--- src/rtl/apb_fifo_bridge.sv ---
// apb_fifo_bridge: APB slave with TX/RX byte-stream FIFOs; define APB_FIFO_IRQ_EN for the registered interrupt
module apb_fifo_bridge_fifo #(
  parameter int DATA_W = 8,
  parameter int DEPTH_LOG2 = 4
) (
  input  logic                  PCLK,
  input  logic                  PRESET,
  input  logic                  push,
  input  logic                  pop,
  input  logic                  flush,
  input  logic [DATA_W-1:0]     wdata,
  output logic [DATA_W-1:0]     head,
  output logic [DEPTH_LOG2:0]   count,
  output logic                  full,
  output logic                  empty,
  output logic                  drop
);
  logic [DATA_W-1:0] mem [2**DEPTH_LOG2];
  logic [DEPTH_LOG2-1:0] wr_ptr, rd_ptr;
  logic do_push, do_pop;
  assign full = count[DEPTH_LOG2];
  assign empty = count == '0;
  assign do_pop = pop & !empty;
  assign do_push = push & (!full | do_pop);
  assign drop = push & !do_push;
  assign head = mem[rd_ptr];
  always_ff @(posedge PCLK)
    if (do_push & !flush & !PRESET) mem[wr_ptr] <= wdata;
  always_ff @(posedge PCLK or posedge PRESET)
    if (PRESET) begin
      wr_ptr <= '0;
      rd_ptr <= '0;
      count <= '0;
    end else if (flush) begin
      wr_ptr <= '0;
      rd_ptr <= '0;
      count <= '0;
    end else begin
      wr_ptr <= do_push ? wr_ptr + 1'b1 : wr_ptr;
      rd_ptr <= do_pop ? rd_ptr + 1'b1 : rd_ptr;
      count <= count + {{DEPTH_LOG2{1'b0}}, do_push} - {{DEPTH_LOG2{1'b0}}, do_pop};
    end
endmodule

module apb_fifo_bridge #(
  parameter int DATA_W = 8,
  parameter int DEPTH_LOG2 = 4
) (
  input  logic              PCLK,
  input  logic              PRESET,
  input  logic [3:0]        PADDR,
  input  logic [31:0]       PWDATA,
  input  logic              PWRITE,
  input  logic              PENABLE,
  input  logic              PSEL,
  output logic [31:0]       PRDATA,
  output logic              PREADY,
  output logic              tx_valid,
  output logic [DATA_W-1:0] tx_data,
  input  logic              tx_ready,
  input  logic              rx_valid,
  input  logic [DATA_W-1:0] rx_data,
  output logic              rx_ready,
  output logic              irq
);
  logic [DEPTH_LOG2:0] tx_count, rx_count;
  logic tx_full, tx_empty, rx_full, rx_empty, tx_drop, rx_drop;
  logic [DATA_W-1:0] rx_head;
  logic capture, complete;
  logic lat_push, lat_ovf, lat_pop, lat_udf, lat_ctrl;
  logic ctrl_wr, tx_flush, rx_flush, clr;
  logic rx_ovf, tx_ovf, rx_udf;
  logic [7:0] thr_raw, thr;
  logic wm, irq_rx_en, irq_tx_en;
  logic [31:0] status, ctrl_rd, rd_val;
  logic unused;
  assign unused = ^{PADDR[1:0], PWDATA};
  assign capture = PSEL & PENABLE & !PREADY;
  assign complete = PSEL & PENABLE & PREADY;
  assign ctrl_wr = complete & lat_ctrl;
  assign tx_flush = ctrl_wr & PWDATA[0];
  assign rx_flush = ctrl_wr & PWDATA[1];
  assign clr = ctrl_wr & PWDATA[4];
  assign tx_valid = !tx_empty;
  assign rx_ready = !rx_full;
  assign thr = thr_raw == 8'd0 ? 8'd1 : thr_raw;
  assign wm = 8'(rx_count) >= thr;
  assign status = {8'd0, 8'(rx_count), 8'(tx_count), wm, rx_udf, tx_ovf, rx_ovf,
                   rx_empty, rx_full, tx_empty, tx_full};
  assign ctrl_rd = {16'd0, thr_raw, 4'd0, irq_tx_en, irq_rx_en, 2'd0};
  assign rd_val = PADDR[3:2] == 2'd0 ? status :
                  PADDR[3:2] == 2'd2 ? (rx_empty ? 32'd0 : 32'(rx_head)) :
                  PADDR[3:2] == 2'd3 ? ctrl_rd : 32'd0;
  apb_fifo_bridge_fifo #(.DATA_W(DATA_W), .DEPTH_LOG2(DEPTH_LOG2)) u_tx (
    .PCLK(PCLK), .PRESET(PRESET), .push(complete & lat_push), .pop(tx_ready),
    .flush(tx_flush), .wdata(PWDATA[DATA_W-1:0]), .head(tx_data), .count(tx_count),
    .full(tx_full), .empty(tx_empty), .drop(tx_drop)
  );
  apb_fifo_bridge_fifo #(.DATA_W(DATA_W), .DEPTH_LOG2(DEPTH_LOG2)) u_rx (
    .PCLK(PCLK), .PRESET(PRESET), .push(rx_valid), .pop(complete & lat_pop),
    .flush(rx_flush), .wdata(rx_data), .head(rx_head), .count(rx_count),
    .full(rx_full), .empty(rx_empty), .drop(rx_drop)
  );
  // side-effect decisions are frozen at the wait-state edge and committed on completion
  always_ff @(posedge PCLK or posedge PRESET)
    if (PRESET) begin
      PREADY <= 1'b0;
      PRDATA <= '0;
      {lat_push, lat_ovf, lat_pop, lat_udf, lat_ctrl} <= '0;
    end else begin
      PREADY <= capture;
      if (capture) begin
        PRDATA <= PWRITE ? 32'd0 : rd_val;
        lat_push <= PWRITE & (PADDR[3:2] == 2'd1) & !tx_full;
        lat_ovf <= PWRITE & (PADDR[3:2] == 2'd1) & tx_full;
        lat_pop <= !PWRITE & (PADDR[3:2] == 2'd2) & !rx_empty;
        lat_udf <= !PWRITE & (PADDR[3:2] == 2'd2) & rx_empty;
        lat_ctrl <= PWRITE & (PADDR[3:2] == 2'd3);
      end
    end
  always_ff @(posedge PCLK or posedge PRESET)
    if (PRESET) begin
      {rx_ovf, tx_ovf, rx_udf} <= '0;
      thr_raw <= '0;
    end else begin
      rx_ovf <= (rx_ovf & !clr) | rx_drop;
      tx_ovf <= (tx_ovf & !clr) | (complete & lat_ovf) | tx_drop;
      rx_udf <= (rx_udf & !clr) | (complete & lat_udf);
      thr_raw <= ctrl_wr ? PWDATA[15:8] : thr_raw;
    end
`ifdef APB_FIFO_IRQ_EN
  always_ff @(posedge PCLK or posedge PRESET)
    if (PRESET) begin
      {irq_tx_en, irq_rx_en} <= '0;
      irq <= 1'b0;
    end else begin
      {irq_tx_en, irq_rx_en} <= ctrl_wr ? PWDATA[3:2] : {irq_tx_en, irq_rx_en};
      irq <= (irq_rx_en & wm) | (irq_tx_en & tx_empty) | rx_ovf | tx_ovf | rx_udf;
    end
`else
  assign irq_rx_en = 1'b0;
  assign irq_tx_en = 1'b0;
  assign irq = 1'b0;
`endif
endmodule

--- config.mk ---
export PLATFORM = sky130hd
export DESIGN_NAME = apb_fifo_bridge
export DESIGN_NICKNAME = d
export VERILOG_FILES = /design/src/rtl/apb_fifo_bridge.sv
export SDC_FILE = /design/constraint.sdc
export NUM_CORES = 1
export LEC_CHECK = 0
export CORE_MARGIN = 3
export CORE_UTILIZATION = 39
export CTS_BUF_LIST = sky130_fd_sc_hd__clkbuf_16
export DETAILED_ROUTE_END_ITERATION = 10
export PLACE_DENSITY = 0.64
export SETUP_SLACK_MARGIN = 0.3
export SLEW_MARGIN = 20
export SYNTH_ARGS = -nofsm -noshare
export SYNTH_HDL_FRONTEND = slang
export SYNTH_SLANG_ARGS = --single-unit
--- constraint.sdc ---
create_clock -name PCLK -period 6.9 [get_ports PCLK]
set_input_delay 1.38 -clock PCLK [delete_from_list [all_inputs] [get_ports PCLK]]
set_output_delay 1.38 -clock PCLK [all_outputs]
set_load 0.005 [all_outputs]
* Word-level counts from Yosys, hierarchy flattened *
Memory sizes are Yosys's and may differ from the RTL's.
Cells that the tools add are included.

cells by class
  add/sub/neg operators = 8
  $mul = 0
  div/mod/pow operators = 0
  order comparisons = 1
  eq/ne operators = 3
  shifts and indexed selects = 0
  muxes and demuxes = 20
  bitwise gates (word level) = 37
  reduce and logical (&&, ||, !) cells = 20

operators with widths
  cell                   count
  $mux W21               2
  $mux W16               2
  $mux W4                8
  $and A1 B1 Y1          31
  $add A4 B1 Y4 const B  4
  $mux W8                2
  $logic_not A1 Y1       12
  $add A5 B1 Y5          2
  $logic_not A5 Y1       2
  $mux W5                2
  $sub A5 B1 Y5          2
  $ge A5 B8 Y1           1
  $logic_not A8 Y1       1
  $reduce_bool A2 Y1     4
  $or A1 B1 Y1           6
  $eq A2 B2 Y1 const B   2
  $mux W1                4
  $eq A2 B1 Y1 const B   1
  $logic_not A2 Y1       1

storage, ports and cells
  register bits after elaboration = 75
  latch bits = 0
  memory bits (writable) = 256
  memory bits (read-only) = 0
  output and inout port bits = 44
  logic and storage cells = 108
  memories = 2

memory list
  name      words  bits a word  read ports  clocked after memory_dff  write ports  line  source
  u_rx.mem  16     8            1           0                         1            18    logic [DATA_W-1:0] mem [2**DEPTH_LOG2];
  u_tx.mem  16     8            1           0                         1            18

* Logic depth before layout (Yosys ltp) *
  word-level depth = 10
  gate-level depth with buffers = 14
  mapped depth without buffers = 13

* Cells and area by module *
A second synthesis with hierarchy kept.

second synthesis, totals
  cell total of the unflattened synthesis = 841
  area total of the unflattened synthesis = 13619.3 um^2

modules (own cells, without submodules)
  module                times used  cells an instance  area an instance (um^2)  seq. area each (um^2)
  apb_fifo_bridge_fifo  2           342                5909.4                   4169.0
  apb_fifo_bridge       1           157                1800.5                   950.9

* Least setup slack after synthesis *
OpenSTA, ideal clock, no wires.

  kind = input to register
  start point = input PRESET
  end point = memory u_rx.mem[10][0], enable pin
  library setup time = 0.395 ns
  arrival = 4.125 ns
  required time = 6.505 ns
  setup slack = 2.380 ns
  cell stages on the path = 3
  cells stage by stage = inv_1 nand2_1 nor4_1

on the way
  longest elaborated chain between the ends = 4

ends and longest elaborated chain
  item                           line  source
  start, declared                50    input logic PRESET,
  $logic_not A1 Y1               28    if (do_push & !flush & !PRESET) mem[wr_ptr] <= wdata;
  $and A1 B1 Y1                  28
  $mux W1                        28
  $mux W1 (not written as such)  28
  end, declared                  18

No other way between the ends.

* Worst setup path in the final report *
  start point = register u_tx.rd_ptr[0]
  end point = output tx_data[3]

on the way
  longest elaborated chain between the ends = 1

ends and longest elaborated chain
  item                    line  source
  start, declared         19    logic [DEPTH_LOG2-1:0] wr_ptr, rd_ptr;
  start signal, assigned  40    rd_ptr <= do_pop ? rd_ptr + 1'b1 : rd_ptr;
  $mem_v2 Z16 W8          -
  end, declared           59    output logic [DATA_W-1:0] tx_data,

No other way between the ends.

==> run metrics <==
CP delay by family, top multiplexers; met2 GRT Util 25.0%; first-pass GRT wire length 41700 um; Boundary Pins 95; Max Cap Violations 0; DRC violations left 0; switching portion of total power 26.2%; Ys Warns 0; final critical-path required period around 4.6 ns; worst path arrival time between 3 and 4 ns; cell breakdown of the critical path buf_4 -> mux4_2 -> mux4_2 -> clkdlybuf4s50_1; routing usage on met3 ~2.4%; GR Util met1 between 20% and 30%; area taken by multi-input logic gates around 3700 um2; fmax 0.218 GHz; worst-margin pin slew between 0.9 and 1 ns; DP Area 14500 um2; flops & latches, synth 320; largest net degree at the start of global routing 66; critical path type reg -> out; outcome completed; Nets around 910; worst vdd ir 0.205 mV; Inst Count DP 1246; total power after layout just over 5 mW; Critical Path End Type primary output; combinational share of power a little over a fifth; average wire per standard cell 20.0 um; post-CTS setup buffer count 0; worst r2r path cells 12; Final period util 66.6%; slowest library cell on the worst path dfrtp_2; worst r2r src u_rx.count[2]; Mean Syn Cell Area roughly 18 um2; Clock Skew just over 0.02 ns; Crit path required time ~5.5 ns; Leakage 5.45 nW; fin util 46.3%; initial antenna violation count 0; R2R Path End u_rx.count[4]; Startpoint Class register; clock tree from TritonCTS done; H-Tree Depth 2; vias post-DR approximately 6700; Final Max Tran Viols 0; full die area 36500 um2; Seq/Total Area, Yosys approximately 70%; post-CTS sizing 0; Synth area leaders edfxtp_1 58%, dfrtp_1 12%, mux4_2 9.1%; number of global-route vias before repair 7065; Hold EP lat_udf; most frequent cell after synthesis edfxtp_1; Syn-to-layout area delta 16.6%; die height roughly 190 um; Primary FF master, synth edfxtp_1; top cells by count, synth 256 x edfxtp_1, 64 x dfrtp_1, 54 x mux4_2, 35 x nor2_1, 32 x inv_1; library cells used by synthesis 62; TritonCTS buffer count 34; Sw Pwr 1.33 mW; top cell type's share of synthesized area 57.6%; # clock sinks between 300 and 400; worst skew pair latency ~0.5 ns; Post-Synthesis Cells around 740; cell area power density approximately 330 nW/um2; Clock Tree Buf Depth 3; Buf+Inv Stages, Crit Path 2; share of cells above drive strength 1 between 15 and 20%; setup TNS 0 ns; ANT cells 0; CORE AREA roughly 34000 um2; fill count between 2000 and 3000; FP Rows between 60 and 70; largest area contributor in the netlist edfxtp_1; area occupied by registers 9290 um2; most frequent cell on the critical path mux4_2; relative slew slack about a third; RSZ-0062 raised after global routing false; final hold vios 0; vias per cell a little over 5; clk root buf clkbuf_16; PortBufs 64; Hold WC Path Type reg -> reg; critical-path maximum fanout 19; Final Cell Area 15600 um2; R2R Setup Slk 3.40 ns; Clock Power Share approximately a third; Setup WS pre-CTS ~2.5 ns; CTS clk-pin slew, worst paths approximately 0.060 ns; final wirelength around 26000 um; CTS Hold Bufs 0; Post-synth ARST share between 20% and 30%; detailed placement HPWL about 17000 um; Initial Util roughly two fifths; post-route ant nets 0; hold slack slightly below 0.5 ns; fin worst setup slack between 2 and 2.5 ns; RD Place Congestion approximately 0.75; GRT Util Overall between 10 and 15%; Initial DRT Pass Iterations 5; Post-synth EDFFs 256; Die X 191 um; CP peak stage delay 0.70 ns; Final setup viols 0; P_int roughly 3.7 mW; hold path depth 2; hold path startpoint lat_udf; DRT iter0 DRCs 355; synthesized area around 13000 um2; grt ovf 0; Sequential Power Share approximately 47%; grt peak-use layer met2; Finished Layout Cells approximately 1300
[logic make-up after synthesis]
logic type	Yosys count	synth area share (%)
flops	320	69.7
simple gates	133	5.27
mux	97	14.4
buf+inv	80	3.11
compound gates	65	3.60
fa+ha+maj	29	2.83
xor+xnor	17	1.12
other cells	1	0.0281
[layout by cell type, fill, tap and decap left out, types with 17 or more instances in the layout]
cell,netlist,final
edfxtp_1,256,256
clkdlybuf4s50_1,0,64
dfrtp_1,64,62
mux4_2,54,54
inv_1,32,37
nor2_1,35,35
clkbuf_16,0,35
buf_4,13,29
ha_1,27,27
nand2_1,19,19
nand3_1,18,18
mux2i_1,17,17
[how the worst max path moves through the flow]
stage | start | end | slack [ns] | cells after the start
3_3_place_gp | PRESET | u_tx.mem[7][1] | 2.60 | 6
5_1_grt | u_tx.rd_ptr[0] | tx_data[3] | 2.11 | 4
3_5_place_dp | PRESET | u_tx.mem[4][7] | 2.50 | 6
2_1_floorplan | PRESET | u_rx.mem[10][0] | 2.38 | 3
6_report | u_tx.rd_ptr[0] | tx_data[3] | 2.31 | 4
4_1_cts | u_tx.rd_ptr[0] | tx_data[3] | 2.23 | 4
[routing by layer]
| layer | wire length (um) | vias up |
|---|---|---|
| met1 | 11500 | 3447 |
| met4 | 505 | 0 |
| met5 | 0 | - |
| li1 | - | 3115 |
| met3 | 1040 | 36 |
| met2 | 13100 | 119 |
[final cells by class]
type / instances / area share, %
well taps: 448 / 3.60
repair buffers: 93 / 5.52
clock buffers: 35 / 5.63
multi-input cells: 353 / 23.9
inverters: 32 / 0.772
clock inverters: 26 / 0.885
flip-flops and latches: 320 / 59.7
[worst min-delay path, stage by stage, from the launching register on]
cell and delay (ns):
dfrtp_1 0.35, nand2_1 0.05, nand2_1 0.05
[registers in the layout, summed over array words and instances (netlist names), 4 cells and up]
name,cells
u_tx.mem,128
u_tx.wr_ptr,4
u_rx.count,5
u_tx.rd_ptr,4
thr_raw,8
u_rx.mem,128
u_rx.rd_ptr,4
u_rx.wr_ptr,4
u_tx.count,5
PRDATA,21
[power groups by stage]
| stage | registers [mW] | clock network, mW | logic, mW |
|---|---|---|---|
| after CTS | 2.37 | 1.70 | 1.08 |
| after global routing | 2.39 | 1.78 | 1.19 |
| after global placement | 2.40 | 0 | 1.06 |
| final | 2.36 | 1.65 | 1.06 |
| after floorplan | 2.31 | 0 | 0.804 |
| after detailed placement | 2.41 | 0 | 1.08 |
Power figures use the tool's default switching activity.
